<file path="config.mk">
export PLATFORM = sky130hd
export DESIGN_NAME = reg_pipe
export DESIGN_NICKNAME = d
export VERILOG_FILES = /design/src/rtl/reg_pipe_pkg.sv /design/src/rtl/reg_pipe_stage.sv /design/src/rtl/reg_pipe.sv
export SDC_FILE = /design/constraint.sdc
export NUM_CORES = 1
export LEC_CHECK = 0
export ABC_AREA = 1
export CAP_MARGIN = 20
export CORE_UTILIZATION = 30
export CTS_BUF_LIST = sky130_fd_sc_hd__clkbuf_4 sky130_fd_sc_hd__clkbuf_8
export CTS_CLUSTER_SIZE = 24
export DETAILED_ROUTE_END_ITERATION = 16
export DONT_BUFFER_PORTS = 1
export GPL_TIMING_DRIVEN = 0
export HOLD_SLACK_MARGIN = 0.12
export SLEW_MARGIN = 5
export SYNTH_ARGS = -nofsm -noshare
export SYNTH_HDL_FRONTEND = slang
export SYNTH_SLANG_ARGS = --single-unit
</file>
<file path="constraint.sdc">
create_clock -name clk -period 1 [get_ports clk]
set_input_delay 0.1 -clock clk [delete_from_list [all_inputs] [get_ports clk]]
set_output_delay 0.1 -clock clk [all_outputs]
set_load 0.1 [all_outputs]
</file>
<file path="src/rtl/reg_pipe_pkg.sv">
// Shared constants and helpers for the reg_pipe register pipeline.
//   MAX_DEPTH  : largest supported number of register stages.
//   occ_width  : bit width needed to count 0..depth valid stages.
package reg_pipe_pkg;

  localparam int MAX_DEPTH = 16;

  // Width of a counter that must represent every value 0..depth inclusive.
  function automatic int occ_width(input int depth);
    return $clog2(depth + 1);
  endfunction

endpackage

</file>
<file path="src/rtl/reg_pipe_stage.sv">
// One register stage of reg_pipe: a valid bit plus a data word.
// Ports:
//   clk, rst    : clock and synchronous active-high reset (clears valid and data)
//   flush       : clears the valid bit; data is left as is
//   load        : capture in_valid/in_data this edge, otherwise hold
//   in_valid    : valid bit presented by the previous stage (or upstream)
//   in_data     : data word presented by the previous stage (or upstream)
//   valid, data : registered stage contents
module reg_pipe_stage #(
  parameter int DW = 16
) (
  input  logic          clk,
  input  logic          rst,
  input  logic          flush,
  input  logic          load,
  input  logic          in_valid,
  input  logic [DW-1:0] in_data,
  output logic          valid,
  output logic [DW-1:0] data
);

  always_ff @(posedge clk) begin
    if (rst) begin
      valid <= 1'b0;
      data  <= '0;
    end else if (flush) begin
      // Beats are dropped; data contents no longer matter.
      valid <= 1'b0;
    end else if (load) begin
      valid <= in_valid;
      data  <= in_data;
    end
  end

endmodule

</file>
<file path="src/rtl/reg_pipe.sv">
// reg_pipe: DEPTH-stage bubble-collapsing register pipeline carrying
// CHANNELS parallel WIDTH-bit channels under one valid/ready handshake.
//
// Handshake: a beat transfers on a rising edge where valid and ready are
// both 1. in_ready does not depend on in_valid; out_valid does not depend
// on out_ready. A producer holds its beat stable until it is accepted.
//
// Ports:
//   clk, rst   : clock, synchronous active-high reset
//   flush      : synchronous drop of every in-flight beat
//   in_valid   : upstream beat present
//   in_ready   : pipeline accepts a beat this cycle
//   in_data    : CHANNELS*WIDTH bits, channel c at [c*WIDTH +: WIDTH]
//   out_valid  : downstream beat present
//   out_ready  : downstream accepts the beat
//   out_data   : same packing as in_data
//   occupancy  : number of valid stages (popcount of the valid bits)
//
// DEPTH is supported over 1..reg_pipe_pkg::MAX_DEPTH.
module reg_pipe
  import reg_pipe_pkg::*;
#(
  parameter int WIDTH    = 8,
  parameter int CHANNELS = 2,
  parameter int DEPTH    = 3
) (
  input  logic                          clk,
  input  logic                          rst,
  input  logic                          flush,
  input  logic                          in_valid,
  output logic                          in_ready,
  input  logic [CHANNELS*WIDTH-1:0]     in_data,
  output logic                          out_valid,
  input  logic                          out_ready,
  output logic [CHANNELS*WIDTH-1:0]     out_data,
  output logic [occ_width(DEPTH)-1:0]   occupancy
);

  localparam int DW    = CHANNELS * WIDTH;
  localparam int OCC_W = occ_width(DEPTH);

  logic [DEPTH-1:0] stage_valid;
  logic [DEPTH-1:0] stage_ready;
  logic [DW-1:0]    stage_data [DEPTH];
  logic [OCC_W-1:0] occ_count;

  // A stage may load when it is empty or when everything downstream of it
  // can move. Walking from the output back keeps the chain acyclic: the
  // running term is out_ready OR'd with every empty slot seen so far.
  always_comb begin
    logic rdy;
    rdy         = out_ready;
    stage_ready = '0;
    for (int k = DEPTH - 1; k >= 0; k--) begin
      rdy            = rdy | ~stage_valid[k];
      stage_ready[k] = rdy;
    end
  end

  for (genvar k = 0; k < DEPTH; k++) begin : g_stage
    logic          prev_valid;
    logic [DW-1:0] prev_data;

    if (k == 0) begin : g_head
      assign prev_valid = in_valid;
      assign prev_data  = in_data;
    end else begin : g_body
      assign prev_valid = stage_valid[k-1];
      assign prev_data  = stage_data[k-1];
    end

    reg_pipe_stage #(
      .DW(DW)
    ) u_stage (
      .clk      (clk),
      .rst      (rst),
      .flush    (flush),
      .load     (stage_ready[k]),
      .in_valid (prev_valid),
      .in_data  (prev_data),
      .valid    (stage_valid[k]),
      .data     (stage_data[k])
    );
  end

  // Popcount of the registered valid bits only.
  always_comb begin
    occ_count = '0;
    for (int k = 0; k < DEPTH; k++) begin
      occ_count = occ_count + OCC_W'(stage_valid[k]);
    end
  end

  assign occupancy = occ_count;

  // Flush and reset both block acceptance; a flushed cycle also hides the
  // output beat so nothing is handed off while it is being discarded.
  assign in_ready  = stage_ready[0] & ~flush & ~rst;
  assign out_valid = stage_valid[DEPTH-1] & ~flush & ~rst;
  assign out_data  = rst ? '0 : stage_data[DEPTH-1];

endmodule
</file>
## Word-level counts from Yosys, hierarchy flattened

Cells that the tools add are included.

| word-level totals | value |
|---|---|
| output and inout bits | 20 |
| input bits | 21 |
| flip-flop bits (word level) | 51 |
| memories kept | 0 |
| memory bits (read-only) | 0 |
| word-level logic and storage cells | 25 |
| bits in writable memories | 0 |
| latch bits | 0 |

| cells by class | value |
|---|---|
| add/sub/neg operators | 2 |
| magnitude comparators | 0 |
| multiplexer cells | 1 |
| div/mod/pow operators | 0 |
| reductions and logical operators | 4 |
| equal/unequal tests | 0 |
| shift operators | 0 |
| bitwise operators | 12 |
| $mul | 0 |

Operators by type and width:

| cell | count |
|---|---|
| 2-to-1 mux 16 bit | 1 |
| AND reduction 2 bit | 3 |
| NOT 1 bit | 5 |
| AND 1 bit | 4 |
| OR 1 bit | 3 |
| adder 1 x 1 -> 2 bit | 1 |
| adder 2 x 1 -> 2 bit | 1 |
| OR reduction 2 bit | 1 |

## Logic depth before layout (Yosys ltp)

| depth | value |
|---|---|
| depth after elaboration | 6 |
| gate-level depth with buffers | 7 |
| depth with buffers taken out | 6 |

## By module

A second synthesis with hierarchy kept.

| second synthesis, totals | value |
|---|---|
| cell total of the unflattened synthesis | 370 |
| area, all modules | 2,403.6 um^2 |

Modules (own cells, without submodules):

| module | instances | sequential area each (um^2) | cells each | area an instance (um^2) |
|---|---|---|---|---|
| reg_pipe_stage | 3 | 340.3 | 109 | 733.2 |
| reg_pipe | 1 | 0.0 | 43 | 203.9 |

## Worst setup path after synthesis

OpenSTA, ideal clock, no wires.

| timing | value |
|---|---|
| kind | input port to output port |
| from | input flush |
| to | output out_valid |
| required time | 0.900 ns |
| data arrival time | 1.840 ns |
| path slack | -0.940 ns |
| stages | 5 |
| path buffers | 2 |
| cells stage by stage | inv_2 > buf_4 > buf_4 > nand2_1 > nor2_1 |

| on the way | value |
|---|---|
| word-level cells in the longest chain between the ends | 3 |

Ends and longest elaborated chain:

| item | line | RTL |
|---|---|---|
| start, declared | reg_pipe.sv:29 | `input logic flush,` |
| NOT 1 bit (no source line) | -- |  |
| AND 1 bit (2 in series) | reg_pipe.sv:99 | `assign out_valid = stage_valid[DEPTH-1] & ~flush & ~rst;` |
| end, declared | reg_pipe.sv:33 | `output logic out_valid,` |

No other way between the ends.

## Worst setup path in the final report

| timing | value |
|---|---|
| from | register g_stage[0].u_stage.valid |
| to | output occupancy[0] |

| on the way | value |
|---|---|
| word-level cells in the longest chain between the ends | 2 |

Ends and longest elaborated chain:

| item | line | RTL |
|---|---|---|
| start, declared | reg_pipe_stage.sv:18 | `output logic valid,` |
| start signal, assigned | reg_pipe_stage.sv:30 | `valid <= in_valid;` |
| adder 1 x 1 -> 2 bit | reg_pipe.sv:90 | `occ_count = occ_count + OCC_W'(stage_valid[k]);` |
| adder 2 x 1 -> 2 bit | reg_pipe.sv:90 |  |
| end, declared | reg_pipe.sv:36 | `output logic [occ_width(DEPTH)-1:0] occupancy` |

No other way between the ends.

==> run metrics <==
outcome finished, violations left; failing checks setup timing; post-synthesis sequential area ratio 44.4%; Rows 31; setup slack, reg-to-reg -0.36 ns; vias in the first global route 1967; #FFs+latches synth 51; TritonCTS Buffers 5; CTS root buf clkbuf_8; worst vdd ir 0.475 mV; slowest stage delay, CP 0.92 ns; WP buf/inv 0; clk slew on worst S/H paths 0.10 ns; Final #Nets 398; pwr/cell area 1370 nW/µm²; count of final setup violators 70; GRT overflow 0; IO Port Bufs 0; max_cap viols 0; worst hold stages 4; Hold Crit Class in -> reg; synthesized area 2300 µm²; Ports 41; hpwl dp 3570 µm; DRT Wirelength 5580 µm; die footprint 8020 µm²; final hold violation count 0; post-synth cell types 19; n_diodes 0; CORE AREA 7330 µm²; critical path class reg -> out; Tot GR Track Use 14.0%; Synth Instances 333; Via-to-Cell Ratio 4.39; Layout area overhead 55.4%; WL/cell 11.7 µm; YS warnings 0; Clk Latency, worst-skew pair 0.30 ns; Final ANT Viol Nets 0; end point of the worst hold path g_stage[2].u_stage.valid$_SDFFE_PP0P_; TritonCTS Sinks 51; Die Height 89.6 µm; hold buffer count at cts 17; critical path peak fanout 3; worst reg2reg path endpoint g_stage[1].u_stage.data[5]$_SDFFE_PP0P_; final worst clock skew 0.00848 ns; fin crit period 1.70 ns; crit share post-route 170%; commonest non-fill, non-tap cell in the layout nor2_1; largest delay contributor family on the critical path adder cells; Crit-path slowest cell fa_2; Hold Startpoint out_ready; Via Count 2089; largest net degree at the start of global routing 17; Remaining DRCs 0; first-pass GRT wire length 8710 µm; Slew Limit Headroom 58.9%; share of cells above drive strength 1 48.3%; initial antenna violation count 0; DR pass1 iterations 4; Syn Area/Cell 6.91 µm²; Crit path arrival time 1.60 ns; H-tree depth 2; RSZ-0062 raised after global routing yes; fin. max-slew vios 0; CP required 0.90 ns; Worst setup SP type flip-flop; worst slew pin tran 0.615 ns; Die W 89.6 µm; top cell type's share of synthesized area 44.4%; Synth area leaders dfxtp_1, nor2_1, inv_1; r2r startpoint g_stage[2].u_stage.valid$_SDFFE_PP0P_; Initial Util 31.4%; DP Worst Slack -0.443 ns; fmax 0.588 GHz; number of DRC markers in iteration 0 82; most frequent cells in the layout nor2_1, inv_1, dfxtp_1; Tot Pwr 4.91 mW; CTS tree yes; r2r worst-path depth 9; leading area contributor after synthesis dfxtp_1; CP cell instances fa_2; PnR worst setup slack -0.700 ns; maximum buffer depth of the clock tree 2; syn nets 355; Crit. Startpoint g_stage[0].u_stage.valid$_SDFFE_PP0P_; GP Congestion 0.839; Lkg Pwr 1.57 nW; crit end category output port
## power by group
group / switching (mW) / leakage, nW / internal, mW
combinational: 0.626 / 1.07 / 0.329
clock: 0.695 / 0.0687 / 1.00
sequential: 0.0988 / 0.430 / 2.17
total: 1.42 / 1.57 / 3.49
## cell type report
| type | count | area (µm²) |
|---|---|---|
| inverter | 56 | 224 |
| fill | 695 | 3750 |
| clock inverter | 3 | 66.3 |
| timing repair buffer | 36 | 439 |
| clock buffer | 5 | 68.8 |
| tap | 99 | 124 |
| sequential | 51 | 1050 |
| multi-input combinational | 204 | 1400 |
| buffer | 22 | 200 |
## flip-flops by register name, summed over array words and instances (netlist names)
name / flops
g_stage.u_stage.data: 48
g_stage.u_stage.valid: 3
## cell families (layout without fill, tap and decap cells)
| logic type | Yosys count | count (layout) | share of synthesized area, % |
|---|---|---|---|
| adder cells (fa/ha/maj) | 1 | 1 | 0.870 |
| flip-flops | 51 | 51 | 44.4 |
| AND/OR/NAND/NOR | 152 | 152 | 27.8 |
| AO/OA/AOI/OAI | 51 | 51 | 11.6 |
| buffers and inverters | 78 | 122 | 15.3 |
## worst max path at each step
| stage | cells past startpoint | to |
|---|---|---|
| 2_1_floorplan | 1 | occupancy[0] |
| 4_1_cts | 1 | occupancy[0] |
| 3_3_place_gp | 4 | in_ready |
| 6_report | 1 | occupancy[0] |
| 3_5_place_dp | 4 | in_ready |
| 5_1_grt | 1 | occupancy[0] |
## Yosys cell counts (all sizes together)
library cell  instances
nor2                 84
nand2                34
nand4                 1
nand3                33
buf                  20
inv                  56
o21ai                17
dfxtp                51
clkbuf                2
fa                    1
a21oi                34
## metal layers
metal | wire (µm) | up-vias | part of all wire, % | GRT usage [%]
met1 | 2710 | 928 | 49 | 18.0
met3 | 191 | 4 | 3.4 | 2.74
met4 | 51 | 0 | 0.91 | 3.90
met2 | 2630 | 58 | 47 | 23.8
met5 | 0 | - | 0 | 0
li1 | - | 1099 | - | -
## through the flow
stage / hold slack [ns] / cell area, µm² / setup TNS (ns) / utilization (%) / cells
floorplan: 0.226 / 2480 / -2.26 / - / 333
global placement: 0.231 / 2600 / -6.49 / 35.5 / 432
detailed placement: 0.246 / 2600 / -6.85 / 35.5 / 432
CTS: 0.0746 / 3130 / -13.04 / 42.7 / 467
global route: 0.0802 / 3580 / -21.19 / 48.8 / 476
finish: 0.0681 / 3580 / -17.49 / 48.8 / 476
## timing repair
item                                   4_1_cts  5_1_grt
setup endpoints to repair                   69       70
resized for setup                           66       82
setup buffers                                9        5
cloned                                       1        5
endpoints found under the hold margin       22        1
pin swaps                                   20       29
Note: power is estimated with default switching activity, not from simulation.
